## src/rtl/ftoi_pipe.sv

```systemverilog
// Float32 -> int32 converter, round to nearest (ties away from zero), saturating; FTOI_FLAGS_EN adds the {invalid, inexact} flags port.
// Latency: 3 cycles from input transfer to out_valid; throughput one conversion per cycle.
// Backpressure: one global stall, all stages hold while out_valid && !out_ready; in_ready = !out_valid || out_ready.
module ftoi_pipe (
    input  logic        clk,
    input  logic        rst,
    input  logic        in_valid,
    output logic        in_ready,
    input  logic [31:0] x,
    output logic        out_valid,
    input  logic        out_ready,
    output logic [31:0] y
`ifdef FTOI_FLAGS_EN
    ,
    output logic [1:0]  flags
`endif
);
    logic adv;

    assign adv      = !out_valid || out_ready;
    assign in_ready = adv;

    // ---------------- S1: unpack / classify ----------------
    logic [7:0]  x_e;
    logic [22:0] x_m;
    logic        s1_v, s1_s, s1_half, s1_norm, s1_ovf, s1_nan;
    logic [7:0]  s1_e;
    logic [23:0] s1_mant;

    assign x_e = x[30:23];
    assign x_m = x[22:0];

    // Capture operand and its class; anything that is not half/normal/ovf is the small class.
    always_ff @(posedge clk) begin
        if (rst) begin
            s1_v <= 1'b0;
        end else if (adv) begin
            s1_v    <= in_valid;
            s1_s    <= x[31];
            s1_e    <= x_e;
            s1_mant <= {x_e != 8'd0, x_m};
            s1_half <= (x_e == 8'd126);
            s1_norm <= (x_e >= 8'd127) && (x_e <= 8'd157);
            s1_ovf  <= (x_e >= 8'd158);
            s1_nan  <= (x_e == 8'hFF) && (x_m != 23'd0);
        end
    end

    // ---------------- S2: align ----------------
    logic [4:0]  sh;
    logic [32:0] int_rnd;
    logic [31:0] s2_int_d;
    logic        s2_rnd_d;
    logic        s2_v, s2_s, s2_rnd, s2_ovf, s2_nan;
    logic [31:0] s2_int;

    // For normal operands e-127 is 0..30, so five bits suffice.
    assign sh = 5'(s1_e - 8'd127);
    // Integer part and round bit: bits [54:22] of mant24 << sh (binary point sits at bit 23).
    assign int_rnd = 33'(({31'd0, s1_mant} << sh) >> 22);

    // Half class has an integer part of zero and a set round bit; small and ovf carry nothing.
    always_comb begin
        s2_int_d = 32'd0;
        s2_rnd_d = 1'b0;
        if (s1_norm) begin
            {s2_int_d, s2_rnd_d} = int_rnd;
        end else if (s1_half) begin
            s2_rnd_d = 1'b1;
        end
    end

`ifdef FTOI_FLAGS_EN
    logic [21:0] below_rnd;
    logic        s2_stk_d, s2_minint_d;
    logic        s2_stk, s2_minint;

    assign below_rnd = 22'({31'd0, s1_mant} << sh);
    // -2^31 is the one ovf-class value that converts exactly.
    assign s2_minint_d = s1_s && (s1_e == 8'd158) && (s1_mant[22:0] == 23'd0);

    // Sticky covers every discarded bit; for small operands that is the whole nonzero value.
    always_comb begin
        s2_stk_d = 1'b0;
        if (s1_norm) begin
            s2_stk_d = |below_rnd;
        end else if (s1_half) begin
            s2_stk_d = |s1_mant[22:0];
        end else if (!s1_ovf) begin
            s2_stk_d = |s1_mant;
        end
    end
`endif

    // Stage 2 register.
    always_ff @(posedge clk) begin
        if (rst) begin
            s2_v <= 1'b0;
        end else if (adv) begin
            s2_v      <= s1_v;
            s2_s      <= s1_s;
            s2_int    <= s2_int_d;
            s2_rnd    <= s2_rnd_d;
            s2_ovf    <= s1_ovf;
            s2_nan    <= s1_nan;
`ifdef FTOI_FLAGS_EN
            s2_stk    <= s2_stk_d;
            s2_minint <= s2_minint_d;
`endif
        end
    end

    // ---------------- S3: round / sign / saturate ----------------
    logic [31:0] mag, y_d;

    // e<=157 keeps the integer part below 2^31 and e==157 never rounds, so mag cannot reach bit 31.
    assign mag = s2_int + {31'd0, s2_rnd};

    // NaN saturates positive regardless of sign; other ovf values saturate toward their sign.
    always_comb begin
        y_d = s2_s ? (32'd0 - mag) : mag;
        if (s2_nan) begin
            y_d = 32'h7FFF_FFFF;
        end else if (s2_ovf) begin
            y_d = s2_s ? 32'h8000_0000 : 32'h7FFF_FFFF;
        end
    end

    // Output register; result only reloads when a valid conversion arrives, so y holds across bubbles.
    always_ff @(posedge clk) begin
        if (rst) begin
            out_valid <= 1'b0;
            y         <= 32'd0;
`ifdef FTOI_FLAGS_EN
            flags     <= 2'b00;
`endif
        end else if (adv) begin
            out_valid <= s2_v;
            if (s2_v) begin
                y     <= y_d;
`ifdef FTOI_FLAGS_EN
                flags <= {s2_ovf && !s2_minint, (s2_rnd || s2_stk) && !s2_ovf};
`endif
            end
        end
    end

endmodule
```

## config.mk

```make
export PLATFORM = sky130hd
export DESIGN_NAME = ftoi_pipe
export DESIGN_NICKNAME = d
export VERILOG_FILES = /design/src/rtl/ftoi_pipe.sv
export SDC_FILE = /design/constraint.sdc
export NUM_CORES = 1
export LEC_CHECK = 0
export ABC_AREA = 1
export CAP_MARGIN = 10
export CORE_ASPECT_RATIO = 1.2
export CORE_UTILIZATION = 40
export CTS_CLUSTER_DIAMETER = 100
export CTS_CLUSTER_SIZE = 25
export DETAILED_ROUTE_END_ITERATION = 12
export GPL_ROUTABILITY_DRIVEN = 0
export PLACE_DENSITY = 0.64
export SLEW_MARGIN = 20
export SYNTH_ARGS = -nofsm -noshare
export SYNTH_HDL_FRONTEND = slang
export SYNTH_SLANG_ARGS = --single-unit
```

## constraint.sdc

```tcl
create_clock -name clk -period 4.85 [get_ports clk]
set_input_delay 0.97 -clock clk [delete_from_list [all_inputs] [get_ports clk]]
set_output_delay 0.97 -clock clk [all_outputs]
set_load 0.005 [all_outputs]
```

==> results.py <==
metrics = {
    "critical_path": {
        "endpoint_kind": "flop",
        "crit_fanout": 30,
        "crit_arrival_ns": 3.60,
        "start_kind": "flop",
        "worstPathRequired_ns": 4.97,
        "critPathKind": "reg -> reg",
    },
    "floorplanning": {
        "die_area_um2": 18100,
        "start_util_pct": 41.22,
        "num_rows": 52,
        "core_area_um2": 17050,
        "top_level_ports": 70,
        "die_h_um": 147.2,
        "die_w_um": 123.0,
    },
    "routing": {
        "post_drt_wl_per_cell_um": 13.93,
        "num_vias": 6633,
        "dr.pass1.iters": 5,
        "routed_wirelength_um": 17590,
        "post_drt_via_cell_ratio": 5.252,
        "drtIter0Drc": 520,
        "ant_nets": 0,
        "drc": 0,
    },
    "yosys": {
        "synthTopCellsByArea": "edfxtp_1 (30%), nand2_1 (14%), dfxtp_1 (10%)",
        "yosys.area_share.adder_pct": 0.7123,
        "synth_top_cell_by_area": "edfxtp_1",
        "synth_enable_flop_cells": 70,
        "synth_compound_area_share_pct": 13.18,
        "yosys_warnings": 0,
        "ys_seq_area_share_pct": 39.89,
        "synth_top_family_by_area": "simple AND/OR/NAND/NOR gates",
        "syn_inst": 992,
        "avgSynthCellArea_um2": 7.083,
        "synthFlopType": "edfxtp_1",
        "synthTopCellsByCount": "nand2_1 (265), nand3_1 (113), nor2_1 (98), o21ai_0 (86), inv_1 (79)",
        "syn_nets": 1032,
        "yosysUniqueCellTypes": 39,
        "synth_xor_xnor_area_share_pct": 1.122,
        "ys_async_sr_fraction_pct": 0,
        "ys_ff_latch": 105,
        "synthesis.area_um2": 7027,
        "yosysTopAreaCellShare_pct": 29.91,
        "synthMuxAreaShare_pct": 0.7123,
        "synth-simple-area-share_pct": 37.80,
        "synth_most_common_cell": "nand2_1",
    },
    "grt": {
        "grt_overflow": 0,
        "antenna_found_initial": 0,
        "grt_max_degree": 40,
        "grt_pass1_wl_um": 29330,
        "grt_use_total_pct": 20.63,
        "grt_pass1_vias": 6128,
    },
    "clock_network": {
        "cts_buffers": 9,
        "cts.sinks": 105,
        "cts_tree": "done",
        "cts_resized": 0,
        "clk_pin_slew_worst_paths_ns": 0.08,
        "htreeDepth": 3,
        "clk_latency_ns": 0.36,
        "cts_setup_buffers": 0,
        "ctsHoldBuffers": 0,
        "root_buffer": "clkbuf_16",
        "cts.path.max_buffers": 2,
    },
    "sta": {
        "fmax_mhz": 287.8,
        "fin_crit_sh_pct": 71.64,
        "skew_ns": 0.007798,
        "setup_viol": 0,
        "whs_ns": 0.4245,
        "slew_viol_final": 0,
        "rsz0062_at_grt": "false",
        "max_slew_margin_pct": 39.68,
        "timing_hold_violations_final": 0,
        "setup_ws_ns": 1.376,
        "period_minus_slack_ns": 3.474,
        "setup_tns_ns": 0,
        "tightest_slew_ns": 0.9038,
    },
    "power_and_ir_drop": {
        "intPower_mw": 1.609,
        "cellLeakagePower_nw": 3.318,
        "switching_share_pct": 32.34,
        "peakVddDrop_mv": 0.1647,
        "power_switching_mw": 0.7690,
        "report.power.total_mw": 2.378,
        "pwr-share-comb_pct": 24.0,
        "pwr_density_cell_nw_per_um2": 288.4,
        "clockPowerShare_pct": 30.6,
        "seq_power_share_pct": 45.4,
    },
    "cells_and_area": {
        "areaGrowthSynthToFinish_pct": 17.34,
        "diodes": 0,
        "drive_above_1_share_pct": 8.596,
        "register_area_um2": 2803,
        "nFillCells": 1721,
        "multi_input_area_um2": 3789,
        "finish.utilization_pct": 48.37,
        "final_nets": 1082,
    },
    "place": {
        "pre_cts_ws_ns": 1.427,
        "portBuffers": 69,
        "dp_hpwl_um": 13780,
    },
    "min_path": {
        "hp-class": "reg -> reg",
    },
    "job": {
        "cap_violations": 0,
    },
    "run_status": {
        "outcome": "finished clean",
    },
}
==> power by group through the flow <==
stage / clock network [mW] / registers, mW / logic [mW]
final: 0.728 / 1.08 / 0.570
after global routing: 0.783 / 1.09 / 0.648
after CTS: 0.743 / 1.08 / 0.564
after detailed placement: 0 / 1.10 / 0.562
after global placement: 0 / 1.10 / 0.558
after floorplan: 0 / 1.09 / 0.386
==> area by class of cell <==
cell class	count	share of cell area, %
multi-input combinational	766	45.95
sequential	105	33.99
timing repair buffer	77	9.408
inverter	83	3.778
tap	216	3.278
clock buffer	9	2.731
clock inverter	7	0.8649
==> final timing paths <==
kind                start        end  slack, ns  cells after the start
setup / recovery  s1_e[0]  s2_int[9]       1.38                     10
hold / removal       s1_s       s2_s       0.42                      0
setup reg to reg  s1_e[0]  s2_int[9]       1.38                     10
hold reg to reg      s1_s       s2_s       0.42                      0
==> cells by family after synthesis <==
group / Yosys count
xor gates and xnor gates: 9
buffers and inverters: 121
muxes: 5
DFF: 105
AOI/OAI and AO/OA: 172
adders and majority gates: 4
and+or+nand+nor: 576
==> critical path, stage by stage (launching register included) <==
cell,delay [ns]
edfxtp_1,0.36
buf_4,0.23
ha_1,0.72
clkinv_1,0.72
o21ai_0,0.53
nor2_1,0.07
a31oi_1,0.19
or2_2,0.15
o221ai_1,0.11
nand2_1,0.10
inv_1,0.05
==> layer usage <==
metal,part of all wire (%),routed length [um],vias up,track usage (%)
met5,0,0,-,0
met4,3.4,590,0,9.578
met3,3.4,593,33,2.873
met2,52,9124,181,37.08
met1,41,7281,2971,23.77
li1,-,-,3448,-
==> layout by cell type, fill, tap and decap left out, types with 18 or more instances in the layout <==
cell type / count
edfxtp_1: 70
nand2_2: 18
clkdlybuf4s50_1: 69
o21ai_0: 86
nand2_1: 265
nand3_1: 113
a21oi_1: 53
inv_1: 79
nor2_1: 97
dfxtp_1: 35
==> registers in the layout, indices dropped and copies added, names as in the netlist, 5 cells and up <==
| signal | cells |
|---|---|
| s1_mant | 24 |
| s1_e | 5 |
| y | 32 |
| s2_int | 32 |
==> stage by stage <==
step                      instances  area [um^2]
after floorplan                 992         7027
after detailed placement       1246         7929
final                          1263         8245
after CTS                      1262         8225
after global placement         1246         7929
after global routing           1263         8245
No activity file was read; power rests on OpenSTA's default activity.
==> RTL edit: new RTL, same flow settings <==
The option `FTOI_FLAGS_EN` is turned on by a define.
--- a/src/rtl/ftoi_pipe.sv
+++ b/src/rtl/ftoi_pipe.sv
@@ -3,2 +3,4 @@
 // Backpressure: one global stall, all stages hold while out_valid && !out_ready; in_ready = !out_valid || out_ready.
+`define FTOI_FLAGS_EN
+
 module ftoi_pipe (
Formal check against the unedited RTL (old outputs only; new: flags): equivalent (Yosys induction, for registers that start in step).
==> RTL edit against the original RTL <==
Design area is 6.1% higher; sequential cell count is 7 higher; setup slack worse by 0.32 ns; power is 5.1% higher; wire length is 14% higher; clock skew is 0.0081 ns higher; area after synthesis is 6.9% higher; largest power group unchanged.
==> RTL edit: results (changes against the original RTL) <==
* Worst-path fanout max at 41 (+37%)
* Status: complete, no violations
* Vias/cell at 5.25 (about the same)
* Slowest stage delay, CP at 0.80 ns (+0.08 ns)
* Maximum VDD drop at 0.000182 V (+10%)
* Drt wl/cell at 14.5 um (+4.5%)
* Largest net degree at the start of global routing at 42 (+5.0%)
* Hold path endpoint: s2_nan
* Layout cell share with drive strength beyond 1 at 6.54% (-2.1 points)
* Placed cell area at 0.00846 mm^2 (+6.7%)
* Fill count at 1872 (+8.8%)
* Multiplexer share of the synthesized area at 0.533% (-0.18 points)
* Worst R2R Path Depth at 16 (+6)
* Syn Inst Count at 1083 (+9.2%)
* Reg-to-Reg End: s2_stk
* First-pass GRT wire length at 33.2 mm (+13%)
* Adder-Cell Fraction of Synth Area at 0.833% (+0.12 points)
* Total Routing Usage GR at 21.8% (+1.1 points)
* Number of synthesized flops with an enable pin at 75 (+7.1%)
* Drt total wl at 20.1 mm (+14%)
* Leak at 3.52 nW (+6.1%)
* Hold_sp: s1_nan
* Maximum clock rate at 264 MHz (-8.4%)
* Crit path DAT at 3.91 ns (+0.31 ns)
* Vias in the first global route at 6810 (+11%)
* Fin Clk Skew at 0.0159 ns (+0.00813 ns)
* Largest cells by area after synthesis: edfxtp_1 30%, nand2_1 17%, dfxtp_1 9.9%, o21ai_0 7.8%, nand3_1 5.9%
* Initial DRC Count at 566 (+8.8%)
* Place WS at 1.13 ns (-0.296 ns)
* Compound-Gate Fraction of Synth Area at 14.0% (+0.83 points)
* Synth cell types at 42 (+7.7%)
[RTL edit: routing by layer]
layer / vias up / track usage, % / wire (um)
met2: 217 / 39.9 / 10400
met4: 0 / 10.8 / 811
met1: 3297 / 24.7 / 8200
met3: 49 / 2.63 / 763
met5: - / 0 / 0
li1: 3702 / - / -
[RTL edit: how the worst max path moves through the flow]
stage,end,depth (start not counted)
floorplan,s1_e[0],2
detailed placement,s2_stk,16
CTS,s2_stk,16
global route,s2_stk,16
finish,s2_stk,16
global placement,s2_stk,16
[RTL edit: power by group through the flow]
| stage | registers [W] | clock network (W) | logic, W |
|---|---|---|---|
| finish | 0.00116 | 0.000718 | 0.000627 |
| global route | 0.00116 | 0.000776 | 0.000705 |
| CTS | 0.00116 | 0.000736 | 0.000623 |
| detailed placement | 0.00118 | 0 | 0.000620 |
| global placement | 0.00118 | 0 | 0.000620 |
| floorplan | 0.00116 | 0 | 0.000418 |
[RTL edit: stage by stage]
step,total power [W],hold slack (ns)
6_report,0.00250,0.433
3_3_place_gp,0.00180,0.404
5_1_grt,0.00264,0.438
2_1_floorplan,0.00158,0.400
4_1_cts,0.00251,0.437
3_5_place_dp,0.00180,0.417
[RTL edit: cell families (layout without fill, tap and decap cells)]
logic type                 after synthesis  after routing
adders and majority gates                5              5
xor gates and xnor gates                14             14
muxes                                    4              4
and+or+nand+nor                        615            615
AOI/OAI and AO/OA                      195            195
buffers and inverters                  138            187
DFF                                    112            112
[RTL edit: layout make-up]
cell class	count	area, um^2	share of cell area, %
multi-input combinational	833	4030	46.0
clock buffer	9	225	2.58
clock inverter	7	62.6	0.715
inverter	93	349	3.99
timing repair buffer	78	776	8.87
tap	252	315	3.61
sequential	112	2990	34.2
